$ cat src/rtl/bus_protocol_master.sv
// bus_protocol_master: master-side driver for the dValid/dAck/data bus.
// Buffers upstream bytes in a small FIFO and presents each one on the bus,
// holding dValid for 2..4 cycles and dropping it the cycle after an accepted ack.
// Ports:
//   clk, reset                     - clock, synchronous active-high reset
//   in_valid/in_ready/in_data      - upstream valid/ready byte source
//   dValid/data/dAck               - bus handshake and payload
//   xfer_done/timeout_err/early_ack_err - single-cycle status pulses
//   xfer_cnt/err_cnt               - accepted words (wraps), timeouts (saturates)
module bus_protocol_master #(
  parameter int unsigned DEPTH = 2,
  parameter int unsigned CNT_W = 16
) (
  input  logic             clk,
  input  logic             reset,
  input  logic             in_valid,
  output logic             in_ready,
  input  logic [7:0]       in_data,
  output logic             dValid,
  output logic [7:0]       data,
  input  logic             dAck,
  output logic             xfer_done,
  output logic             timeout_err,
  output logic             early_ack_err,
  output logic [CNT_W-1:0] xfer_cnt,
  output logic [CNT_W-1:0] err_cnt
);

  localparam int unsigned AW = (DEPTH > 1) ? $clog2(DEPTH) : 1;

  typedef enum logic {IDLE, DRIVE} state_t;

  state_t         state;
  state_t         state_nxt;
  logic [7:0]     mem [DEPTH];
  logic [AW:0]    wr_ptr;
  logic [AW:0]    rd_ptr;
  logic [2:0]     k;
  logic           empty;
  logic           full;
  logic           push;
  logic           accept;
  logic           timeout_hit;
  logic           early_hit;
  logic           load;
  logic           pop;
  logic           dvalid_nxt;
  logic           xfer_done_nxt;
  logic           timeout_nxt;
  logic           early_nxt;

  // FIFO status; the head stays occupied until its transfer ends
  assign empty    = (wr_ptr == rd_ptr);
  assign full     = (wr_ptr[AW] != rd_ptr[AW]) && (wr_ptr[AW-1:0] == rd_ptr[AW-1:0]);
  assign in_ready = !full && !reset;
  assign push     = in_valid && in_ready;

  // Ack classification for the current DRIVE cycle
  assign early_hit   = (state == DRIVE) && dAck && (k == 3'd1);
  assign accept      = (state == DRIVE) && dAck && (k >= 3'd2);
  assign timeout_hit = (state == DRIVE) && !dAck && (k == 3'd4);

  // State register
  always_ff @(posedge clk) begin
    if (reset) state <= IDLE;
    else       state <= state_nxt;
  end

  // Next-state logic
  always_comb begin
    state_nxt = state;
    case (state)
      IDLE:    if (!empty) state_nxt = DRIVE;
      DRIVE:   if (accept || timeout_hit) state_nxt = IDLE;
      default: state_nxt = IDLE;
    endcase
  end

  // Output logic: next values of the registered outputs and FIFO controls
  always_comb begin
    dvalid_nxt    = 1'b0;
    xfer_done_nxt = 1'b0;
    timeout_nxt   = 1'b0;
    early_nxt     = 1'b0;
    load          = 1'b0;
    pop           = 1'b0;
    case (state)
      IDLE: begin
        load       = !empty;
        dvalid_nxt = !empty;
      end
      DRIVE: begin
        pop           = accept || timeout_hit;
        dvalid_nxt    = !(accept || timeout_hit);
        xfer_done_nxt = accept;
        timeout_nxt   = timeout_hit;
        early_nxt     = early_hit;
      end
      default: ;
    endcase
  end

  // FIFO storage (no reset needed; only read after a write)
  always_ff @(posedge clk) begin
    if (push) mem[wr_ptr[AW-1:0]] <= in_data;
  end

  // Datapath, pointers, cycle counter and registered outputs
  always_ff @(posedge clk) begin
    if (reset) begin
      wr_ptr        <= '0;
      rd_ptr        <= '0;
      k             <= 3'd0;
      dValid        <= 1'b0;
      data          <= 8'h00;
      xfer_done     <= 1'b0;
      timeout_err   <= 1'b0;
      early_ack_err <= 1'b0;
      xfer_cnt      <= '0;
      err_cnt       <= '0;
    end else begin
      if (push) wr_ptr <= wr_ptr + (AW + 1)'(1);
      if (pop)  rd_ptr <= rd_ptr + (AW + 1)'(1);

      // k counts dValid-high cycles; an early ack simply advances it to 2
      if (load)                 k <= 3'd1;
      else if (state == DRIVE && !pop) k <= k + 3'd1;

      if (load) data <= mem[rd_ptr[AW-1:0]];

      dValid        <= dvalid_nxt;
      xfer_done     <= xfer_done_nxt;
      timeout_err   <= timeout_nxt;
      early_ack_err <= early_nxt;

      if (xfer_done_nxt) xfer_cnt <= xfer_cnt + CNT_W'(1);
      if (timeout_nxt && (err_cnt != '1)) err_cnt <= err_cnt + CNT_W'(1);
    end
  end

endmodule

$ cat config.mk
export PLATFORM = sky130hd
export DESIGN_NAME = bus_protocol_master
export DESIGN_NICKNAME = d
export VERILOG_FILES = /design/src/rtl/bus_protocol_master.sv
export SDC_FILE = /design/constraint.sdc
export NUM_CORES = 1
export LEC_CHECK = 0
export BUFFER_PORTS_ARGS = -buffer_cell sky130_fd_sc_hd__buf_2
export CORE_MARGIN = 5
export CORE_UTILIZATION = 54
export DETAILED_ROUTE_END_ITERATION = 12
export GPL_TIMING_DRIVEN = 0
export HOLD_SLACK_MARGIN = 0.02
export PLACE_DENSITY_LB_ADDON = 0.12
export SYNTH_ARGS = -nofsm -noshare
export SYNTH_HDL_FRONTEND = slang
export SYNTH_SLANG_ARGS = --single-unit
export TNS_END_PERCENT = 50
$ cat constraint.sdc
create_clock -name clk -period 2.8 [get_ports clk]
set_clock_uncertainty 0.05 [all_clocks]
set_input_delay 0.14 -clock clk [delete_from_list [all_inputs] [get_ports clk]]
set_output_delay 0.14 -clock clk [all_outputs]
set_load 0.01 [all_outputs]
# Yosys cells after proc, flatten, opt, wreduce, memory -nomap -nowiden

Memory sizes are Yosys's and may differ from the RTL's. A register that Yosys moved wholly into a read port is not among the register bits.
Cells that the tools add are included.

Memory bits (writable): 16
Output and inout bits: 45
Register bits: 44
Memories: 1
Bits of input ports: 12

Memories:

| name | words | width | read ports | clocked after memory_dff | wr ports | line | RTL |
|---|---|---|---|---|---|---|---|
| mem  | 2     | 8     | 1          | 1                        | 1        | 35   | `logic [7:0] mem [DEPTH];` |

Eq/ne operators: 6
$add $sub $neg: 5
Reductions and logical operators: 20
Multiplexer cells: 12
Bitwise logic cells: 1
Magnitude comparators: 1

Operators by type and width:

| cell                                                                                | count |
|---|---|
| 16-bit by 1-bit adder with 16-bit output, second input constant                     | 2 |
| 16-bit inequality test, second input constant                                       | 1 |
| 1-bit logical AND                                                                   | 10 |
| 1-bit two-way mux                                                                   | 10 |
| 1-bit zero test                                                                     | 6 |
| 2-bit by 1-bit adder with 2-bit output, second input constant                       | 2 |
| 1-bit case mux with 2 select lines                                                  | 2 |
| 2-bit OR reduction                                                                  | 2 |
| 3-bit by 1-bit adder with 3-bit output, second input constant                       | 1 |
| 3-bit by 1-bit == test with 1-bit output, second input constant                     | 1 |
| 3-bit == test, second input constant                                                | 1 |
| 3-bit by 2-bit greater-or-equal comparator with 1-bit output, second input constant | 1 |
| 2-bit == test                                                                       | 1 |
| 2-bit nonzero test                                                                  | 1 |
| 1-bit == test                                                                       | 1 |
| 1-bit logical OR                                                                    | 1 |
| 1-bit inequality test                                                               | 1 |
| 1-bit inverter                                                                      | 1 |

# Logic depth before layout (Yosys ltp)

Gate-level depths: netlist of run 1.

Depth after elaboration: 9
Gate-level depth with buffers: 7
Mapped depth without buffers: 6

# Worst setup path after synthesis of run 1

No wires, ideal clock.

Path kind: reg2reg
Start: register rd_ptr[1]
End: memory mem[1][0], enable pin
Data arrival time: 1.784 ns
Path buffers: 0
Data required time: 2.341 ns
Stages on the path, launching flop included: 3
Path slack: 0.557 ns
Clock period less this slack: 2.243 ns
Path through: dfxtp_1 > xor2_1 > a2111oi_1

Longest elaborated chain between the ends: 7

RTL lines:

| what                                    | line | RTL |
|---|---|---|
| start: declaration                      | 37   | `logic [AW:0] rd_ptr;` |
| start signal: assignment                | 123  | `if (pop) rd_ptr <= rd_ptr + (AW + 1)'(1);` |
| 1-bit inequality test                   | 54   | `assign full = (wr_ptr[AW] != rd_ptr[AW]) && (wr_ptr[AW-1:0] == rd_ptr[AW-1:0]);` |
| 1-bit logical AND                       | 54   |  |
| 1-bit zero test                         | 55   | `assign in_ready = !full && !reset;` |
| 1-bit logical AND                       | 55   |  |
| 1-bit logical AND                       | 56   | `assign push = in_valid && in_ready;` |
| 1-bit two-way mux                       | 105  | `if (push) mem[wr_ptr[AW-1:0]] <= in_data;` |
| 1-bit two-way mux (implied by the code) | 105  |  |
| end: declaration                        | 35   |  |

No other way between the ends.

# Worst setup path in the final report of run 1

Start: register err_cnt[0]
End: register err_cnt[1]

Longest elaborated chain between the ends: 2
Elaborated cells between the ends (all ways): 3
Classes of those cells: add/sub: 1; eq/ne: 1; reduce/logical: 1

RTL lines:

| what                                                                             | line | RTL |
|---|---|---|
| start: declaration                                                               | 26   | `output logic [CNT_W-1:0] err_cnt` |
| start signal: assignment                                                         | 137  | `if (timeout_nxt && (err_cnt != '1)) err_cnt <= err_cnt + CNT_W'(1);` |
| branches (longest 2 deep; another with 16-bit by 1-bit adder with 16-bit output) | -    |  |

Parallel ways; which one is timed is not known.
A chain may end at the register's enable or synchronous reset.

==> run_results.csv, run 1 <==
group,metric,value,unit
clock_network,worst_skew_pair.late_latency,0.33,ns
logic_synthesis,synthFlopType,"dfxtp_1",
place,dpl-instance-area,3297,µm²
clock_network,clk_pin_slew_worst_paths,0.07,ns
pwr,powerDensity,573.7,nW/µm²
timing,final-setup-viol-count,0,
pwr,power_frac_comb,0.074,
pwr,worst_ir_drop_on_vdd,0.4542,mV
timing,maxSlewHeadroom,0.5317,
floorplanning,floorplan.die_area,6976,µm²
worst_setup_path,worstPathCellList,"ha_1, nand3_1, nor4_2, clkbuf_1, or3b_2, a21oi_1",
timing,timing.final.crit_share,0.8149,
clock_network,ctsHtreeMaxLevel,3,
worst_setup_path,cp-end-kind,"flip-flop",
timing,final.min_clock_period,2.282,ns
worst_setup_path,arrival,2.43,ns
logic_synthesis,post_synth_num_cell_types,41,
clock_network,cts_resized,0,
route,drt.antenna.violating_nets,0,
floorplanning,top_level_ports,57,
place,dp_hpwl,4637,µm
worst_setup_path,cp_slowest_stage_delay,0.68,ns
finish,layout_area_growth_over_synthesis,23.10,%
worst_setup_path,crit_fanout,10,
logic_synthesis,syn_avg_cell_area,9.862,µm²
pwr,total_leakage_power,1.318,nW
timing,final_max_tran_viols,0,
finish,final_area,3593,µm²
pwr,total_switching_power,483.9,µW
global_route,via_count_of_the_first_global_routing_pass,2431,
logic_synthesis,synth.top_cell.area_share,0.3498,
finish,final_layout_size_suffix_gt1_frac,0.2175,
pwr,power.share.clock,0.423,
logic_synthesis,post_synth_edffs,16,
finish,layout_net_count,390,
global_route,antenna_violations_before_repair,0,
floorplanning,chipHeight,83.53,µm
worst_setup_path,critical_path.startpoint_type,"flip-flop",
floorplanning,core_box_area,5172,µm²
clock_network,root_buffer,"clkbuf_8",
route,postRouteWirelength,6580,µm
logic_synthesis,synthTopCellsByArea,"dfxtp_1, edfxtp_1, a21oi_1, nor2_1, mux2i_1",
worst_hold_path,worst_hold_path_type,"in -> reg",
worst_setup_path,cp_data_required_time,2.95,ns
timing,tightestPinTransition,0.6966,ns
place,numPortBuffers,56,
logic_synthesis,synth_seq_cells,67,
logic_synthesis,synth_sequential_area_ratio,0.5144,
route,route.detailed.vias_per_inst,5.606,
clock_network,tritoncts_clock_tree,"done",
timing,finalHoldViolations,0,
status,run_status,"complete, no violations",
logic_synthesis,synth.largest_area_cell,"dfxtp_1",
logic_synthesis,mappedNetlistNets,314,
timing,grt_setup_unrepaired,"no",
floorplanning,start_util,0.5643,
clock_network,clock-sinks,67,
clock_network,postCtsSetupRepairBufs,0,
worst_setup_path,cp_slowest_cell,"nor4_2",
finish,antenna_cells,0,
logic_synthesis,count_of_warnings_emitted_by_yosys,0,
timing,fmax,438.2,MHz
worst_setup_path,worst-setup-path-type,"reg -> reg",
route,detail_route.drc_violations,0,
route,detailedRoute.firstPassIterationCount,5,
pwr,netSwitchingFraction,0.2347,
place,place.gp.congestion,0.8332,
finish,commonest_non_fill_non_tap_cells_in_the_layout,"buf_2, dfxtp_1, nor2_1",
pwr,power_report.internal_total,1.578,mW
logic_synthesis,async_reset_ff_frac,0,
pwr,fin_total_pwr,2.062,mW
floorplanning,die_x,83.53,µm
timing,setup_tns,0,ns
global_route,pin_count_of_the_biggest_net_entering_global_routing,13,
logic_synthesis,cell_area_synth,2919,µm²
clock_network,numCtsBuffers,9,
logic_synthesis,synth_cells,296,
pwr,power.share.sequential,0.504,
global_route,track_usage,0.1926,
finish,final_common_cell,"buf_2",
route,drt_iter0_drc,116,
global_route,first_pass_grt_wire_length,11120,µm
route,route.detailed.wl_per_inst,14.72,µm
global_route,grt.overflow.total,0,
floorplanning,standard_cell_rows,26,
route,routed-via-count,2506,
clock_network,cts.path.max_buffers,2,
run,cap_violations,0,
finish,finish.utilization,0.6947,
-- layout make-up --
type | count | area [µm²]
buffer | 15 | 58.81
tap | 70 | 87.58
timing repair buffer | 65 | 365.4
multi-input combinational | 201 | 1315
clock buffer | 9 | 123.9
sequential | 67 | 1501
inverter | 13 | 48.80
clock inverter | 7 | 92.59
fill | 415 | 1579
-- path summary, 6_finish.rpt --
check	startpoint	to	slack (ns)	cells after the start
worst max-delay path	err_cnt[0]$_SDFFE_PP0P_	err_cnt[1]$_SDFFE_PP0P_	0.52	6
worst min-delay path	dAck	early_ack_err$_SDFF_PP0_	0.07	3
worst max register to register	err_cnt[0]$_SDFFE_PP0P_	err_cnt[1]$_SDFFE_PP0P_	0.52	6
worst min register to register	xfer_cnt[15]$_SDFFE_PP0P_	xfer_cnt[15]$_SDFFE_PP0P_	0.44	2
-- layer usage --
layer  GRT usage  routed length (µm)  up-vias
met1      0.2456                2934     1188
met4     0.09064                  66        0
li1            -                   -     1242
met5           0                   0        -
met3     0.04738                 388        8
met2      0.3069                3191       68
-- registers in the layout, summed over array words and instances (netlist names) --
signal	cells
xfer_cnt	16
rd_ptr	2
wr_ptr	2
mem	16
timeout_err	1
data	8
xfer_done	1
state	1
k	3
err_cnt	16
early_ack_err	1
-- Yosys cell counts, types with 4 or more instances --
cell / instances
xor2_1: 5
nand3_1: 7
a21oi_1: 22
edfxtp_1: 16
nand4_1: 14
or3_1: 12
nand2_1: 12
inv_1: 13
nor2b_1: 4
or4_1: 10
a211oi_1: 11
nor3_1: 5
ha_1: 6
nor2_1: 29
mux2i_1: 9
o21ai_0: 13
xnor2_1: 10
clkbuf_1: 12
o31ai_1: 7
nor4_1: 6
dfxtp_1: 51
-- logic make-up after synthesis --
logic type | synth area share
compound gates | 0.1329
xor+xnor | 0.04500
flops | 0.5144
fa+ha+maj | 0.02572
simple gates | 0.1989
buf+inv | 0.03686
mux | 0.04629
-- worst max-delay path, delay by kind of cell (launching register included) --
| family | cells | cell delay, ns |
|---|---|---|
| and+or+nand+nor | 3 | 1.02 |
| DFF | 1 | 0.42 |
| buffers and inverters | 1 | 0.41 |
| adders and majority gates | 1 | 0.20 |
| AOI/OAI and AO/OA | 1 | 0.05 |
-- power by group through the flow --
stage / registers [mW] / clock network [mW] / logic (mW)
after detailed placement: 1.06 / 0 / 0.143
final: 1.04 / 0.871 / 0.152
after global routing: 1.04 / 0.930 / 0.170
after floorplan: 1.07 / 0 / 0.0808
after CTS: 1.04 / 0.884 / 0.153
after global placement: 1.06 / 0 / 0.137
-- through the flow --
step                      std cells  hold WS (ns)  worst slack, ns
after floorplan                 296        0.1889           0.5572
after global placement          422        0.2768          0.04590
after detailed placement        423        0.2816           0.5687
after CTS                       447       0.06243           0.5449
after global routing            447       0.08303           0.3493
final                           447       0.07369           0.5182
-- timing repair --
item                                   in CTS  in global routing
setup endpoints to repair                   0                  0
hold buffers                                8                  0
endpoints found under the hold margin      16                  0
Note: power is estimated with default switching activity, not from simulation.
==> inputs of run 2 (changes only) <==
- ABC_AREA: not set -> 1
- CORE_UTILIZATION: 54 -> 55
- clock period: 2.8 -> 2.4 ns (I/O delays scaled with it)
==> run 2 against run 1 <==
Against the previous run: synthesized area rose by 6.9%; critical path depth fell by 1; sequential power rose by 16%; sequential cell count did not move; register-to-register slack improved by 0.12 ns; via count rose by 16%; total power rose by 13%; clock power rose by 8.3%; synthesized cell count rose by 41%; non-clock buffer count fell by 6; final cell count rose by 28%; critical path type is now in -> reg; critical endpoint is now mem[0][5]$_DFFE_PP_; largest cell class unchanged; largest power group unchanged.
==> run_results.csv, run 2 <==
group,metric,value,unit
worst_setup_path,cp_slowest_stage_delay,0.59,ns
place,numPortBuffers,56,
route,route.detailed.wl_per_inst,12.47,µm
clock_network,cts_resized,0,
timing,setup_tns,0,ns
logic_synthesis,synth.largest_area_cell,"dfxtp_1",
logic_synthesis,synth_seq_cells,67,
logic_synthesis,post_synth_edffs,16,
clock_network,root_buffer,"clkbuf_8",
worst_setup_path,worstPathCellList,"dlygate4sd3_1, buf_2, inv_1, nand3_1, nor2_1",
logic_synthesis,synth_cells,418,
pwr,powerDensity,618.4,nW/µm²
timing,final.min_clock_period,1.793,ns
logic_synthesis,portion_of_netlist_area_occupied_by_mux_cells,0,
global_route,via_count_of_the_first_global_routing_pass,2696,
clock_network,cts_hold_buf,9,
timing,fmax,557.8,MHz
place,place.gp.congestion,0.8602,
global_route,first_pass_grt_wire_length,12010,µm
logic_synthesis,synth-xor-area-share,0.01966,
finish,final_layout_size_suffix_gt1_frac,0.1864,
timing,grt_setup_unrepaired,"no",
finish,final_common_cell,"nand2_1",
route,drt_iter0_drc,218,
logic_synthesis,post-synth-top-count-cell,"nand2_1",
status,run_status,"complete, no violations",
timing,finalHoldViolations,0,
worst_setup_path,worst-setup-path-type,"in -> reg",
route,drt.antenna.violating_nets,0,
worst_setup_path,worst_path_dominant_cell_family,"buffers and inverters",
pwr,total_leakage_power,1.703,nW
finish,layout_net_count,512,
clock_network,numCtsBuffers,9,
global_route,pin_count_of_the_biggest_net_entering_global_routing,14,
finish,final_cell_count_no_fill,571,
place,dp_hpwl,5118,µm
timing,hold_slack,0.05732,ns
global_route,track_usage,0.2034,
logic_synthesis,synth.top_cell.area_share,0.3273,
finish,commonest_non_fill_non_tap_cells_in_the_layout,"nand2_1, nor2_1, buf_2",
global_route,antenna_violations_before_repair,0,
route,detailedRoute.firstPassIterationCount,5,
floorplanning,core_box_area,5507,µm²
logic_synthesis,synth_sequential_area_ratio,0.4813,
pwr,fin_total_pwr,2.337,mW
worst_setup_path,critical_path.startpoint_type,"input pin",
logic_synthesis,synth-adder-area-share,0.02407,
logic_synthesis,syn_avg_cell_area,7.462,µm²
timing,final-setup-viol-count,0,
worst_setup_path,setup.worst_path.start,"reset",
finish,layout_area_growth_over_synthesis,21.18,%
logic_synthesis,synthFlopType,"dfxtp_1",
floorplanning,top_level_ports,57,
route,detail_route.drc_violations,0,
route,postRouteWirelength,7120,µm
clock_network,cts.path.max_buffers,2,
run,cap_violations,0,
clock_network,worst_skew_pair.late_latency,0.33,ns
timing,tightestPinTransition,0.7202,ns
place,dpl-instance-area,3490,µm²
worst_setup_path,cp_data_required_time,2.32,ns
floorplanning,floorplan.die_area,7278,µm²
place,place.detailed.instances,546,
floorplanning,standard_cell_rows,27,
logic_synthesis,synth_top_family_by_area,"simple AND/OR/NAND/NOR gates",
clock_network,postCtsSetupRepairBufs,0,
worst_setup_path,arrival,1.71,ns
route,routed-via-count,2918,
finish,final_area,3780,µm²
logic_synthesis,yosys.area_share.simple,0.3229,
worst_hold_path,worst_hold_path_type,"in -> reg",
logic_synthesis,synth_common_cells,"nand2_1, nor2_1, dfxtp_1",
logic_synthesis,synth_compound_area_frac,0.08905,
logic_synthesis,async_reset_ff_frac,0,
timing,final_max_tran_viols,0,
floorplanning,start_util,0.5665,
worst_setup_path,cp-end-kind,"flip-flop",
logic_synthesis,synthTopCellsByArea,"dfxtp_1, edfxtp_1, nand2_1, nor2_1, inv_1",
worst_setup_path,cp_slowest_cell,"nor2_1",
floorplanning,chipHeight,85.31,µm
clock_network,ctsHtreeMaxLevel,3,
clock_network,tritoncts_clock_tree,"done",
logic_synthesis,post_synth_num_cell_types,31,
clock_network,clk_pin_slew_worst_paths,0.07,ns
worst_setup_path,crit_fanout,8,
logic_synthesis,count_of_warnings_emitted_by_yosys,0,
floorplanning,die_x,85.31,µm
worst_setup_path,buf_inv_stages_crit_path,3,
clock_network,clock-sinks,67,
worst_setup_path,worst_r2r_startpoint,"wr_ptr[0]$_SDFFE_PP0N_",
pwr,worst_ir_drop_on_vdd,0.4041,mV
worst_hold_path,hold_path_startpoint,"in_valid",
logic_synthesis,cell_area_synth,3119,µm²
timing,timing.final.crit_share,0.7469,
logic_synthesis,mappedNetlistNets,436,
route,route.detailed.vias_per_inst,5.110,
finish,antenna_cells,0,
timing,maxSlewHeadroom,0.5181,
global_route,grt.overflow.total,0,
## run 2: cell types whose count changed in the layout (fill, tap and decap cells not counted), moves of 10 or more
cell,before,now
a211oi_1,11,1
nor2_1,29,82
nand2_1,12,109
or4_1,10,0
nand3_1,7,24
or3_1,12,0
inv_1,13,38
## run 2: layer usage
layer | GRT usage | share of wire | up-vias | routed length [µm]
met2 | 0.3312 | 0.47 | 81 | 3359
met1 | 0.2661 | 0.45 | 1341 | 3179
met5 | 0 | 0 | - | 0
li1 | - | - | 1488 | -
met4 | 0.08058 | 0.011 | 0 | 79
met3 | 0.03883 | 0.070 | 8 | 501
## run 2: worst paths after layout
path	cells after the start	slack, ns	endpoint
worst min-delay path	3	0.06	wr_ptr[1]$_SDFFE_PP0N_
worst min register to register	2	0.41	xfer_cnt[4]$_SDFFE_PP0P_
worst max-delay path	5	0.61	mem[0][5]$_DFFE_PP_
worst max register to register	4	0.64	mem[0][5]$_DFFE_PP_
## run 2: layout make-up
class / instances / area, µm²
Buffer: 9 / 46.29
Clock buffer: 9 / 123.9
Clock inverter: 7 / 76.32
Fill cell: 484 / 1727
Inverter: 40 / 150.1
Multi-Input combinational cell: 302 / 1421
Sequential cell: 67 / 1501
Tap cell: 72 / 90.09
Timing Repair Buffer: 65 / 370.4
## run 2: worst register-to-register path: cells and delay by family, from the launching register on
family	cells	cell delay, ns
and+or+nand+nor	3	0.83
DFF	1	0.40
xor gates and xnor gates	1	0.11
## run 2: cell families (layout without fill, tap and decap cells)
group | count (synthesis) | in the layout
compound gates | 52 | 52
xor+xnor | 7 | 7
simple gates | 237 | 237
flops | 67 | 67
buf+inv | 49 | 130
fa+ha+maj | 6 | 6
## run 2: metrics by stage
stage                       util  worst slack (ns)
after floorplan                -            0.8988
after global placement    0.6337            0.6613
after detailed placement  0.6337            0.6118
after CTS                 0.6864            0.5934
after global routing      0.6864            0.4924
final                     0.6864            0.6073
## run 2: power breakdown
group / switching [mW] / total [mW] / internal, mW
clock: 0.456 / 0.943 / 0.487
combinational: 0.112 / 0.184 / 0.0717
sequential: 0.0212 / 1.21 / 1.19
total: 0.589 / 2.34 / 1.75
